--- src/rtl/n64_joybus_pkg.sv ---
// n64_joybus_pkg
//   Shared definitions for the N64 joybus transmitter:
//   - state_e   : transmitter FSM states
//   - T_*_100M  : default phase lengths in clocks at 100 MHz
//   - t_bit()   : total clocks of one encoded bit
package n64_joybus_pkg;

    typedef enum logic [2:0] {
        ST_IDLE,
        ST_LEAD,
        ST_DATA,
        ST_TAIL,
        ST_STOP_LEAD,
        ST_STOP_TAIL
    } state_e;

    localparam int T_LEAD_100M = 100;
    localparam int T_DATA_100M = 200;
    localparam int T_TAIL_100M = 100;

    function automatic int t_bit(input int t_lead, input int t_data, input int t_tail);
        return t_lead + t_data + t_tail;
    endfunction

endpackage

--- src/rtl/n64_phase_timer.sv ---
// n64_phase_timer
//   Loadable down-counter that times one line phase.
//   clk, rst_n : clock, asynchronous active-low reset
//   load       : start a new phase of len clocks (overrides any running phase)
//   len        : phase length in clocks, must be >= 1
//   expire     : high during the last clock of the running phase
module n64_phase_timer #(
    parameter int CW = 8
) (
    input  logic          clk,
    input  logic          rst_n,
    input  logic          load,
    input  logic [CW-1:0] len,
    output logic          expire
);

    logic [CW-1:0] cnt_q, cnt_d;
    logic          active_q, active_d;

    // The phase whose counter reaches zero is in its final clock.
    assign expire = active_q && (cnt_q == '0);

    always_comb begin
        // NOTE: every always_comb output gets a default first so no path leaves it unassigned (no latch).
        cnt_d    = cnt_q;
        active_d = active_q;
        if (load) begin
            cnt_d    = len - CW'(1);
            active_d = 1'b1;
        end else if (expire) begin
            active_d = 1'b0;
        end else if (active_q) begin
            cnt_d = cnt_q - CW'(1);
        end
    end

    // NOTE: flops use non-blocking assignments so all of them sample pre-edge values together.
    always_ff @(posedge clk or negedge rst_n) begin
        if (!rst_n) begin
            cnt_q    <= '0;
            active_q <= 1'b0;
        end else begin
            cnt_q    <= cnt_d;
            active_q <= active_d;
        end
    end

endmodule

--- src/rtl/n64_joybus_tx.sv ---
// n64_joybus_tx
//   Serialises a 1..MAX_BYTES frame MSB-first onto the joybus line using the
//   pulse-width code (low lead, data level, high tail per bit) and appends the
//   console stop bit.
//   clk, rst_n   : clock, asynchronous active-low reset
//   start        : frame request, sampled only while idle
//   tx_len       : frame length in bytes (1..MAX_BYTES accepted)
//   tx_data      : frame bytes, byte 0 in [7:0] is sent first
//   busy         : frame in progress
//   writing_data : line ownership for the pad logic (same as busy)
//   data_out     : line level, 1 while idle
//   done         : one-cycle pulse at frame end
//   err_len      : one-cycle pulse when a start is rejected for bad length
module n64_joybus_tx
    import n64_joybus_pkg::*;
#(
    parameter  int MAX_BYTES = 4,
    parameter  int T_LEAD    = T_LEAD_100M,
    parameter  int T_DATA    = T_DATA_100M,
    parameter  int T_TAIL    = T_TAIL_100M,
    localparam int LW        = $clog2(MAX_BYTES + 1)
) (
    input  logic                   clk,
    input  logic                   rst_n,
    input  logic                   start,
    input  logic [LW-1:0]          tx_len,
    input  logic [8*MAX_BYTES-1:0] tx_data,
    output logic                   busy,
    output logic                   writing_data,
    output logic                   data_out,
    output logic                   done,
    output logic                   err_len
);

    localparam int TMAX = (T_LEAD > T_DATA) ? ((T_LEAD > T_TAIL) ? T_LEAD : T_TAIL)
                                            : ((T_DATA > T_TAIL) ? T_DATA : T_TAIL);
    localparam int CW   = $clog2(TMAX + 1);

    state_e                 state_q, state_d;
    logic [8*MAX_BYTES-1:0] data_q, data_d;
    logic [LW-1:0]          len_q, len_d;
    logic [2:0]             bit_idx_q, bit_idx_d;
    logic [LW-1:0]          byte_idx_q, byte_idx_d;
    logic                   busy_q, busy_d;
    logic                   data_out_q, data_out_d;
    logic                   done_q, done_d;
    logic                   err_len_q, err_len_d;

    logic                   tmr_load;
    logic [CW-1:0]          tmr_len;
    logic                   tmr_expire;

    logic [7:0]             cur_byte;
    logic                   cur_bit;
    logic                   last_bit;
    logic                   len_ok;

    n64_phase_timer #(.CW(CW)) u_timer (
        .clk    (clk),
        .rst_n  (rst_n),
        .load   (tmr_load),
        .len    (tmr_len),
        .expire (tmr_expire)
    );

    assign len_ok = (tx_len != '0) && (tx_len <= LW'(MAX_BYTES));

    // Bit index counts 0..7 from the MSB, so bit_idx 0 selects byte[7].
    always_comb begin
        cur_byte = '0;
        for (int i = 0; i < MAX_BYTES; i++) begin
            if (byte_idx_q == LW'(i)) cur_byte = data_q[i*8 +: 8];
        end
    end
    assign cur_bit  = cur_byte[3'd7 - bit_idx_q];
    assign last_bit = (bit_idx_q == 3'd7) && (byte_idx_q == len_q - LW'(1));

    // Outputs are computed for the state being entered, so the registered
    // line level already matches the new phase on its first clock.
    always_comb begin
        state_d    = state_q;
        data_d     = data_q;
        len_d      = len_q;
        bit_idx_d  = bit_idx_q;
        byte_idx_d = byte_idx_q;
        busy_d     = busy_q;
        data_out_d = data_out_q;
        done_d     = 1'b0;
        err_len_d  = 1'b0;
        tmr_load   = 1'b0;
        tmr_len    = CW'(T_LEAD);

        case (state_q)
            ST_IDLE: begin
                if (start) begin
                    if (len_ok) begin
                        data_d     = tx_data;
                        len_d      = tx_len;
                        bit_idx_d  = '0;
                        byte_idx_d = '0;
                        busy_d     = 1'b1;
                        data_out_d = 1'b0;
                        tmr_load   = 1'b1;
                        tmr_len    = CW'(T_LEAD);
                        state_d    = ST_LEAD;
                    end else begin
                        err_len_d = 1'b1;
                    end
                end
            end
            ST_LEAD: begin
                if (tmr_expire) begin
                    data_out_d = cur_bit;
                    tmr_load   = 1'b1;
                    tmr_len    = CW'(T_DATA);
                    state_d    = ST_DATA;
                end
            end
            ST_DATA: begin
                if (tmr_expire) begin
                    data_out_d = 1'b1;
                    tmr_load   = 1'b1;
                    tmr_len    = CW'(T_TAIL);
                    state_d    = ST_TAIL;
                end
            end
            ST_TAIL: begin
                if (tmr_expire) begin
                    data_out_d = 1'b0;
                    tmr_load   = 1'b1;
                    tmr_len    = CW'(T_LEAD);
                    if (last_bit) begin
                        state_d = ST_STOP_LEAD;
                    end else begin
                        bit_idx_d = bit_idx_q + 3'd1;
                        if (bit_idx_q == 3'd7) byte_idx_d = byte_idx_q + LW'(1);
                        state_d = ST_LEAD;
                    end
                end
            end
            ST_STOP_LEAD: begin
                if (tmr_expire) begin
                    data_out_d = 1'b1;
                    tmr_load   = 1'b1;
                    tmr_len    = CW'(T_TAIL);
                    state_d    = ST_STOP_TAIL;
                end
            end
            ST_STOP_TAIL: begin
                if (tmr_expire) begin
                    busy_d     = 1'b0;
                    data_out_d = 1'b1;
                    done_d     = 1'b1;
                    state_d    = ST_IDLE;
                end
            end
            default: state_d = ST_IDLE;
        endcase
    end

    always_ff @(posedge clk or negedge rst_n) begin
        if (!rst_n) begin
            state_q    <= ST_IDLE;
            // NOTE: the frame buffer is a plain register bank, so it takes a reset like any other flop.
            data_q     <= '0;
            len_q      <= '0;
            bit_idx_q  <= '0;
            byte_idx_q <= '0;
            busy_q     <= 1'b0;
            data_out_q <= 1'b1;
            done_q     <= 1'b0;
            err_len_q  <= 1'b0;
        end else begin
            state_q    <= state_d;
            data_q     <= data_d;
            len_q      <= len_d;
            bit_idx_q  <= bit_idx_d;
            byte_idx_q <= byte_idx_d;
            busy_q     <= busy_d;
            data_out_q <= data_out_d;
            done_q     <= done_d;
            err_len_q  <= err_len_d;
        end
    end

    assign busy         = busy_q;
    assign writing_data = busy_q;
    assign data_out     = data_out_q;
    assign done         = done_q;
    assign err_len      = err_len_q;

endmodule

--- config.mk ---
export PLATFORM = sky130hd
export DESIGN_NAME = n64_joybus_tx
export DESIGN_NICKNAME = d
export VERILOG_FILES = /design/src/rtl/n64_joybus_pkg.sv /design/src/rtl/n64_phase_timer.sv /design/src/rtl/n64_joybus_tx.sv
export SDC_FILE = /design/constraint.sdc
export NUM_CORES = 1
export LEC_CHECK = 0
export ABC_AREA = 1
export CORE_ASPECT_RATIO = 0.8
export CORE_MARGIN = 2
export CORE_UTILIZATION = 55
export DETAILED_ROUTE_END_ITERATION = 8
export PLACE_DENSITY = 0.9
export SLEW_MARGIN = 30
export SYNTH_ARGS = -nofsm -noshare
export SYNTH_HDL_FRONTEND = slang
export SYNTH_SLANG_ARGS = --single-unit
--- constraint.sdc ---
create_clock -name clk -period 2 [get_ports clk]
set_input_delay 0.2 -clock clk [delete_from_list [all_inputs] [get_ports clk]]
set_output_delay 0.2 -clock clk [all_outputs]
set_load 0.005 [all_outputs]
==> flow_metrics.env <==
export IMPL_path_max_fanout=5
export IMPL_crit_arrival_ps=2120
export IMPL_die_area_um2=6320
export IMPL_die_h_um=71.5
export IMPL_fmax_mhz=531
export IMPL_synth_simple_area_share=0.354
export IMPL_synth_edf_count=0
export IMPL_report_final_slew_viol_count=0
export IMPL_max_slew_margin=0.719
export IMPL_multi_input_area_um2=1540
export IMPL_global_route_overflow_total=0
export IMPL_synth_top_area_frac=0.448
export IMPL_yosysWarnings=0
export IMPL_insertion_delay_ps=350
export IMPL_synth_mux_area_frac=0
export IMPL_hold_class="in2reg"
export IMPL_syn_num_nets=458
export IMPL_std_cell_rows=24
export IMPL_finalPower_mw=2.22
export IMPL_end_kind="flip-flop"
export IMPL_wirelength_mm=7.53
export IMPL_syn_area_um2=3130
export IMPL_r2r_setup_slack_ps=120
export IMPL_synthXorXnorAreaFrac=0.0140
export IMPL_viasPerCell=5.33
export IMPL_path_clk_slew_ps=60
export IMPL_num_antenna_cells=0
export IMPL_synth_seq_cells=57
export IMPL_antenna_left=0
export IMPL_powerDensity_nw_per_um2=564
export IMPL_drv_cap=0
export IMPL_hold_violations=0
export IMPL_yosys_top_cells_area="dfrtp_1 (45%), nand2_1 (21%), nand3_1 (5.3%)"
export IMPL_grt_pass1_vias=2823
export IMPL_grt_pass1_wl_mm=12.6
export IMPL_wl_per_cell_um=13.7
export IMPL_cts_made_buffers=9
export IMPL_grt_max_degree=40
export IMPL_cts_root_buf="clkbuf_8"
export IMPL_fin_crit_ps=1880
export IMPL_grt_antenna_before_repair=0
export IMPL_synthArstFlopShare=1.00
export IMPL_vias=2930
export IMPL_synth_top_family_by_area="simple AND/OR/NAND/NOR gates"
export IMPL_drtIter0Drc=297
export IMPL_clkSinkCount=57
export IMPL_post_route_period_util=0.941
export IMPL_setup_worst_path_start_class="flip-flop"
export IMPL_cp_required_ps=2230
export IMPL_crit_type="reg2reg"
export IMPL_io_buffers=42
export IMPL_io_pins=43
export IMPL_syn_to_final_growth_pct=25.7
export IMPL_fin_skew_ps=5.63
export IMPL_p_leak_nw=2.01
export IMPL_drc_errors=0
export IMPL_synthCells=411
export IMPL_cts_tree="built"
export IMPL_clk_path_buf_depth=2
export IMPL_synth_compound_area_frac=0.0743
export IMPL_die_x_um=88.4
export IMPL_final_nets=514
export IMPL_syn_avg_cell_area_um2=7.62
export IMPL_dp_hpwl_mm=5.27
export IMPL_seq_area_frac_synth=0.456
export IMPL_max_slew_worst_pin_slew_ps=422
export IMPL_status="complete, no violations"
export IMPL_yosysMostFrequentCell="nand2_1"
export IMPL_synthFlopType="dfrtp_1"
export IMPL_ys_types=30
export IMPL_fillers=412
export IMPL_vdd_drop_max_mv=0.349
export IMPL_fin_util=0.720
export IMPL_drive_gt1_frac=0.148
export IMPL_synthTopCellsByCount="nand2_1 (174), dfrtp_1 (56), inv_1 (35)"
export IMPL_core_um2=5470
export IMPL_setup_viol=0
export IMPL_yosys_area_top_type="dfrtp_1"
export IMPL_start_util=0.573
export IMPL_first_pass_iters=5
export IMPL_grt_total_usage=0.259
export IMPL_cts_htree_levels=3
export IMPL_regArea_um2=1430
export IMPL_place_congestion=0.953
export IMPL_synth_fa_ha_area_frac=0.0360
## area by class of cell
| type | instances | area share |
|---|---|---|
| clock inverter | 3 | 0.00381 |
| timing repair buffer | 57 | 0.138 |
| multi-input combinational | 304 | 0.392 |
| tap | 78 | 0.0248 |
| clock buffer | 13 | 0.0404 |
| sequential | 57 | 0.364 |
| inverter | 38 | 0.0369 |
## placed cells by master (no fill, tap or decap), drive strengths merged
master	instances
dfstp	1
inv	38
ha	9
nor2	22
xnor2	2
o21ai	31
clkinv	3
a21oi	10
dlygate4sd3	1
clkbuf	13
nand2	182
buf	15
dfrtp	56
o21a	1
xor2	3
a211oi	1
nand4	1
clkdlybuf4s50	41
nand3b	2
nand3	38
nor3	1
o221ai	1
## per-layer routing
layer  global-route usage  vias up  wire length, um
met5                    0        -                0
met4               0.0859        0              169
met3               0.0737       17              436
met2                0.414      106             3660
met1                0.343     1397             3260
li1                     -     1410                -
## power breakdown
part	switching (mW)	internal, mW	leakage [nW]	total (mW)
logic	0.0408	0.0669	1.17	0.108
clock network	0.448	0.511	0.0932	0.959
registers	0	1.15	0.740	1.15
## sequential cells by signal (all words and copies together) (netlist names)
register          count
byte_idx_q            3
len_q                 3
data_out              1
bit_idx_q             3
err_len               1
data_q               32
state_q               3
u_timer.active_q      1
u_timer.cnt_q         8
done                  1
busy                  1
## stage by stage
step                      setup slack (ps)  hold slack [ps]  TNS (ps)  cells  area, um2
after floorplan                        267            -95.6         0    411       3130
after global placement                43.6              216         0    531       3680
after detailed placement             -78.0              221      -233    531       3680
after CTS                             29.2              386         0    548       3870
after global routing                 -29.9              395     -41.3    550       3940
final                                  117              390         0    550       3940
## critical path, stage by stage (launching register included)
cell and delay (ps):
dfrtp_2 460, inv_4 90, nand3_2 110, nand2_2 120, inv_2 50, nand2_4 80, nand2_4 80, nand2_4 70
nor2_1 40, inv_1 70, ha_1 160, nand2_1 80, nor2_2 130, nand3_2 80, xor2_1 150
## repair_timing
item | CTS | global route
setup endpoints to repair | 0 | 9
setup buffers | 0 | 2
hold buffers | 1 | 0
hold endpoints to repair | 56 | 0
resized for setup | 0 | 19
## path summary, 6_finish.rpt
kind	startpoint	end	cells past startpoint
max in group asynchronous	rst_n	u_timer.cnt_q[3]	3
min	tx_data[3]	data_q[3]	3
min reg2reg	data_q[21]	data_q[21]	2
min in group asynchronous	rst_n	data_q[17]	3
max reg2reg	state_q[2]	u_timer.cnt_q[6]	14
max	state_q[2]	u_timer.cnt_q[6]	14
## cell families (layout without fill, tap and decap cells)
family / count (synthesis) / count (layout)
buffers and inverters: 50 / 111
adder cells (fa/ha/maj): 9 / 9
AO/OA/AOI/OAI: 44 / 44
XOR/XNOR: 5 / 5
flip-flops: 57 / 57
AND/OR/NAND/NOR: 246 / 246
(Power assumes the default switching activity.)
==> RTL change 1 (same settings) <==
Take the reset off `data_q` and load it in a clocked block of its own.
--- a/src/rtl/n64_joybus_tx.sv
+++ b/src/rtl/n64_joybus_tx.sv
@@ -162,7 +162,6 @@
         if (!rst_n) begin
             state_q    <= ST_IDLE;
             // NOTE: the frame buffer is a plain register bank, so it takes a reset like any other flop.
-            data_q     <= '0;
             len_q      <= '0;
             bit_idx_q  <= '0;
             byte_idx_q <= '0;
@@ -172,7 +171,6 @@
             err_len_q  <= 1'b0;
         end else begin
             state_q    <= state_d;
-            data_q     <= data_d;
             len_q      <= len_d;
             bit_idx_q  <= bit_idx_d;
             byte_idx_q <= byte_idx_d;
@@ -183,6 +181,10 @@
         end
     end
 
+    always_ff @(posedge clk) begin
+        data_q <= data_d;
+    end
+
     assign busy         = busy_q;
     assign writing_data = busy_q;
     assign data_out     = data_out_q;
Check against the original RTL: same outputs for any inputs over 10 cycles, from zero or initial values and one cycle with rst_n low; that may be too few to reach the edited logic, so the function may still have changed.
==> RTL change 1 against the unedited design <==
Setup slack worse by 0.099 ns. First-iteration DRC count grew 40%. Cell area fell by 5.1%. Synthesized area fell by 6.8%. Routed wire length down 4.8%. Global-route usage decreased by 2.8 points. Clock skew fell by 0.00055 ns. Sequential cell count did not move. Critical path type unchanged. Critical endpoint unchanged.
Power is not compared: it rests on default switching activity, and its combinational part moved more than twofold at a synthesized area within 25%.
==> RTL change 1: results (changes against the unedited design) <==
stage	metric	value	unit	change
run_status	outcome	finished, final reports clean		unchanged
logic_synthesis	Async SR Flop Fraction	43.9	%	was 100%
placement	HPWL Detailed	4.58	mm	was 5.27 mm
global_route	GRT Util Overall	23.1	%	was 25.9%
worst_hold_path	worst hold-check path type	input pin to asynchronous set/reset pin		was input pin to register
logic_synthesis	register area share after synthesis	54.4	%	was 45.6%
logic_synthesis	cells after synthesis	314		was 411
clock_tree	TritonCTS buffer count	9		unchanged
global_route	largest net degree at the start of global routing	38		was 40
global_route	vias in the first global route	2346		was 2823
placement	GP Congestion	0.922		was 0.953
clock_tree	CTS root buffer	clkbuf_8		unchanged
routing	Initial DRC Count	416		was 297
critical_path	Worst EP arrival	2.25	ns	was 2.12 ns
global_route	first-pass GRT wire length	10.6	mm	was 12.6 mm
pwr	Switching Power	1.84	mW	
routing	DRT Pass-1 Iters	7		was 5
clock_tree	Clock transition at path regs	0.07	ns	
sta	Worst-Margin Slew	0.400	ns	was 0.422 ns
logic_synthesis	top post-synthesis cells by count	nand2_1 (81), inv_1 (38), nand3_1 (37)		was nand2_1 (174), dfrtp_1 (56), inv_1 (35)
logic_synthesis	number of synthesized flops with an enable pin	32		was 0
critical_path	worst-path maximum fanout	5		unchanged
logic_synthesis	leading post-synthesis cells by cell area	edfxtp_1 (33%), dfrtp_1 (21%), nand2_1 (10%)		was dfrtp_1 (45%), nand2_1 (21%), nand3_1 (5.3%)
global_route	initial antenna violation count	0		unchanged
logic_synthesis	Syn Nets	361		was 458
finish	ratio of cells with drive above 1 in the final layout	16.3	%	was 14.8%
sta	skew final	0.00507	ns	was 0.00563 ns
finish	antenna cells	0		unchanged
routing	WL/cell	16.2	um	was 13.7 um
finish	non-filler cells, final	443		was 550
routing	vias post-DR	2527		was 2930
placement	Placement Setup Slack	-0.0395	ns	was -0.0780 ns
finish	Layout Nets	423		was 514
logic_synthesis	post-synth cell types	34		was 30
finish	biggest regs	data_q: 32 flops, u_timer.cnt_q: 8 flops		unchanged
==> RTL change 1: cell count changes after synthesis, moves of 3 or more <==
cell / change
dfrtp_1: -32
edfxtp_1: +32
nand3_1: +4
nand3_2: -4
nand2_1: -93
inv_1: +3
buf_2: -4
clkbuf_1: -3
nor2_4: +3
==> RTL change 1: cell type report <==
type,instances,area (um2)
tap,62,77.6
clock inverter,7,71.3
multi-input combinational,211,1180
fill,325,1330
clock buffer,9,124
sequential,57,1590
inverter,41,156
timing repair buffer,56,538
==> RTL change 1: cells by family (layout without fill, tap and decap cells) <==
family | count (synthesis) | count (layout) | share of synthesized area (%)
simple gates | 153 | 153 | 25.3
buf+inv | 46 | 113 | 6.56
xor+xnor | 6 | 6 | 2.06
compound gates | 43 | 43 | 7.80
flops | 57 | 57 | 54.4
fa+ha+maj | 9 | 9 | 3.86
==> RTL change 1: power by group through the flow <==
stage	logic [mW]	registers, mW	clock network, mW
after floorplan	1.18	1.65	0
after global placement	1.57	1.69	0
after detailed placement	1.64	1.70	0
after CTS	1.67	1.68	1.06
after global routing	1.98	1.72	1.12
final	1.82	1.71	1.04
==> RTL change 1: critical path, stage by stage (launching register included) <==
cell	delay, ns
dfrtp_1	0.45
nor2_1	0.20
nand3_1	0.16
nor2_4	0.20
nand2_4	0.11
nand2_8	0.09
nor2_1	0.05
inv_1	0.08
ha_2	0.22
nand3_1	0.09
nor2_1	0.13
xnor2_1	0.13
==> RTL change 1: worst paths after layout <==
kind                                          to        startpoint  slack [ns]  cells past startpoint
worst min-delay path            u_timer.cnt_q[2]             rst_n        0.22                      2
worst max-delay path            u_timer.cnt_q[6]  u_timer.cnt_q[1]        0.02                     11
min in group clk                      data_q[18]       tx_data[18]        0.41                      1
max in group asynchronous               data_out             rst_n        1.48                      2
worst min register to register          data_out          data_out        0.50                      2
worst max register to register  u_timer.cnt_q[6]  u_timer.cnt_q[1]        0.02                     11
==> RTL change 1: metal layers <==
metal / global-route usage (%) / routed length, um / vias to the layer above
li1: - / - / 1161
met5: 0 / 0 / -
met1: 31.4 / 2830 / 1166
met2: 34.6 / 3290 / 155
met4: 9.88 / 306 / 0
met3: 6.83 / 740 / 45
==> RTL change 1: repair_timing <==
item | CTS | global route
gates resized for setup | 1 | 10
buffers inserted | 0 | 6
gates cloned | 0 | 0
setup endpoints to repair | 3 | 11
pin swaps | 0 | 3
==> RTL change 1: metrics by stage <==
stage	instance area [um2]	setup TNS [ns]	power [mW]
4_1_cts	3650	0	4.41
3_5_place_dp	3450	-0.0537	3.34
3_3_place_gp	3450	0	3.26
6_report	3740	0	4.57
2_1_floorplan	2920	0	2.83
5_1_grt	3740	-0.263	4.82
==> RTL change 2 (config.mk and constraints unchanged) <==
Made on the original files. Set the package constant `T_LEAD_100M` to 200 (it was 100).
--- a/src/rtl/n64_joybus_pkg.sv
+++ b/src/rtl/n64_joybus_pkg.sv
@@ -14,7 +14,7 @@
         ST_STOP_TAIL
     } state_e;
 
-    localparam int T_LEAD_100M = 100;
+    localparam int T_LEAD_100M = 200;
     localparam int T_DATA_100M = 200;
     localparam int T_TAIL_100M = 100;
 
Check against the original RTL: same outputs for any inputs over 10 cycles, from zero or initial values and one cycle with rst_n low; that may be too few to reach the edited logic, so the function may still have changed.
==> RTL change 2 against the unedited design <==
Fmax is 5.1% lower. Count of clock-buffer cells in the layout stayed put. Setup slack worse by 0.10 ns. Cell area up 3.9%. Synthesized area rose by 2.9%. Sequential cell count unchanged. Routed wire length down 0.90%. Hold slack worse by 0.039 ns. Clock skew rose by 0.0043 ns. Critical path type unchanged.
Power is not compared: it rests on default switching activity, and its combinational part moved more than twofold at a synthesized area within 25%.
==> RTL change 2: results (changes against the unedited design) <==
stage	metric	value	unit	change
placement	HPWL Detailed	5.38	mm	was 5.27 mm
finish	ratio of cells with drive above 1 in the final layout	16.5	%	was 14.8%
critical_path	worst-path maximum fanout	3		was 5
critical_path	Worst EP arrival	2.24	ns	was 2.12 ns
finish	Layout Nets	535		was 514
routing	DRT Wirelength	7.46	mm	was 7.53 mm
global_route	GRT Util Overall	25.2	%	was 25.9%
logic_synthesis	cells after synthesis	425		was 411
worst_hold_path	worst hold-check path type	input pin to asynchronous set/reset pin		was input pin to register
sta	final-report max-slew violation count	0		unchanged
finish	non-filler cells, final	570		was 550
placement	GP Congestion	0.891		was 0.953
floorplan	Die Wd	89.6	um	was 88.4 um
critical_path	RR Startpoint	len_q[0]		was state_q[2]
finish	biggest regs	data_q: 32 flops, u_timer.cnt_q: 8 flops		unchanged
logic_synthesis	leading post-synthesis cells by cell area	dfrtp_1 (43%), nand2_1 (15%), inv_1 (6.9%)		was dfrtp_1 (45%), nand2_1 (21%), nand3_1 (5.3%)
routing	wire length on met3	577	um	was 436 um
critical_path	RR Endpoint	bit_idx_q[0]		was u_timer.cnt_q[6]
global_route	first-pass GRT wire length	12.4	mm	was 12.6 mm
placement	IO buf count	42		unchanged
logic_synthesis	top post-synthesis cells by count	nand2_1 (133), inv_1 (59), dfrtp_1 (56)		was nand2_1 (174), dfrtp_1 (56), inv_1 (35)
logic_synthesis	post-synth cell types	34		was 30
critical_path	worst-case reg-to-reg path depth	9		was 14
logic_synthesis	register area share after synthesis	44.3	%	was 45.6%
routing	Initial DRC Count	212		was 297
clock_tree	clock latency at the later pin of the worst-skew pair	0.35	ns	about the same
sta	Fmax	0.504	GHz	was 0.531 GHz
clock_tree	Clock transition at path regs	0.07	ns	
pwr	Leakage	2.05	nW	
run_status	outcome	finished, final reports clean		unchanged
critical_path	setup slack, reg-to-reg	0.02	ns	was 0.12 ns
sta	Worst-Margin Slew	0.488	ns	was 0.422 ns
routing	Post-Route M1 WL	3.24	mm	was 3.26 mm
routing	met2 WL post-DR	3.46	mm	was 3.66 mm
routing	DRT Pass-1 Iters	5		unchanged
pwr	worst ir drop on vdd	634	uV	
clock_tree	H-tree depth	3		unchanged
sta	hold_ws	0.351	ns	was 0.390 ns
global_route	vias in the first global route	2903		was 2823
routing	via density per instance	5.26		was 5.33
global_route	largest net degree at the start of global routing	45		was 40
placement	placed insts	551		was 531
sta	skew final	0.00988	ns	was 0.00563 ns
clock_tree	Bufs on Longest Clock Path	2		unchanged
logic_synthesis	Syn Nets	472		was 458
placement	Placement Setup Slack	-0.0462	ns	was -0.0780 ns
## RTL change 2: cells by family after synthesis
group | share of synthesized area (%)
flip-flops | 44.3
AO/OA/AOI/OAI | 11.5
buffers and inverters | 9.86
XOR/XNOR | 1.32
AND/OR/NAND/NOR | 29.5
adder cells (fa/ha/maj) | 3.50
## RTL change 2: area by class of cell
type / count / area, um2
timing repair buffer: 63 / 601
multi-input combinational: 290 / 1490
inverter: 67 / 251
tap: 78 / 97.6
clock inverter: 2 / 35.0
sequential: 57 / 1430
fill: 408 / 1470
clock buffer: 13 / 179
## RTL change 2: worst max path at each step
stage                                start                to  cells past startpoint
after floorplan           u_timer.cnt_q[7]  u_timer.cnt_q[4]                     13
after global placement           tx_len[1]  u_timer.cnt_q[4]                     13
after detailed placement         tx_len[1]  u_timer.cnt_q[4]                     13
after CTS                    byte_idx_q[0]          data_out                     12
after global routing              len_q[0]     byte_idx_q[0]                     10
final                             len_q[0]      bit_idx_q[0]                      9
## RTL change 2: per-layer routing
| metal | global-route usage (%) | vias to the layer above |
|---|---|---|
| met5 | 0 | - |
| met4 | 8.29 | 0 |
| met3 | 7.74 | 23 |
| met2 | 40.7 | 136 |
| met1 | 32.4 | 1387 |
| li1 | - | 1454 |
## RTL change 2: worst max-delay path, stage by stage (launching register included)
cell and delay [ns]:
dfrtp_1 0.35, inv_1 0.07, ha_1 0.32, xnor2_1 0.15, a211oi_1 0.36, nand3_1 0.18
nand2_1 0.14, a21oi_2 0.06, buf_4 0.14, o21ai_0 0.14
## RTL change 2: report_power, final
part | switching (mW) | internal [mW] | leakage (nW)
combinational | 1.32 | 0.861 | 1.24
clock | 0.441 | 0.702 | 0.112
sequential | 0.268 | 1.64 | 0.694
## RTL change 2: metrics by stage
step           total power [mW]  area, um2  setup TNS [ns]
2_1_floorplan              3.37       3220               0
3_3_place_gp               3.90       3820               0
3_5_place_dp               4.01       3820         -0.0462
4_1_cts                    5.19       4050               0
5_1_grt                    5.63       4090          -0.491
6_report                   5.23       4090               0
## RTL change 2: timing repair
action,4_1_cts,5_1_grt
resized for setup,2,10
hold endpoints to repair,18,0
buffers inserted,0,3
setup endpoints to repair,1,3
hold buffers,1,0
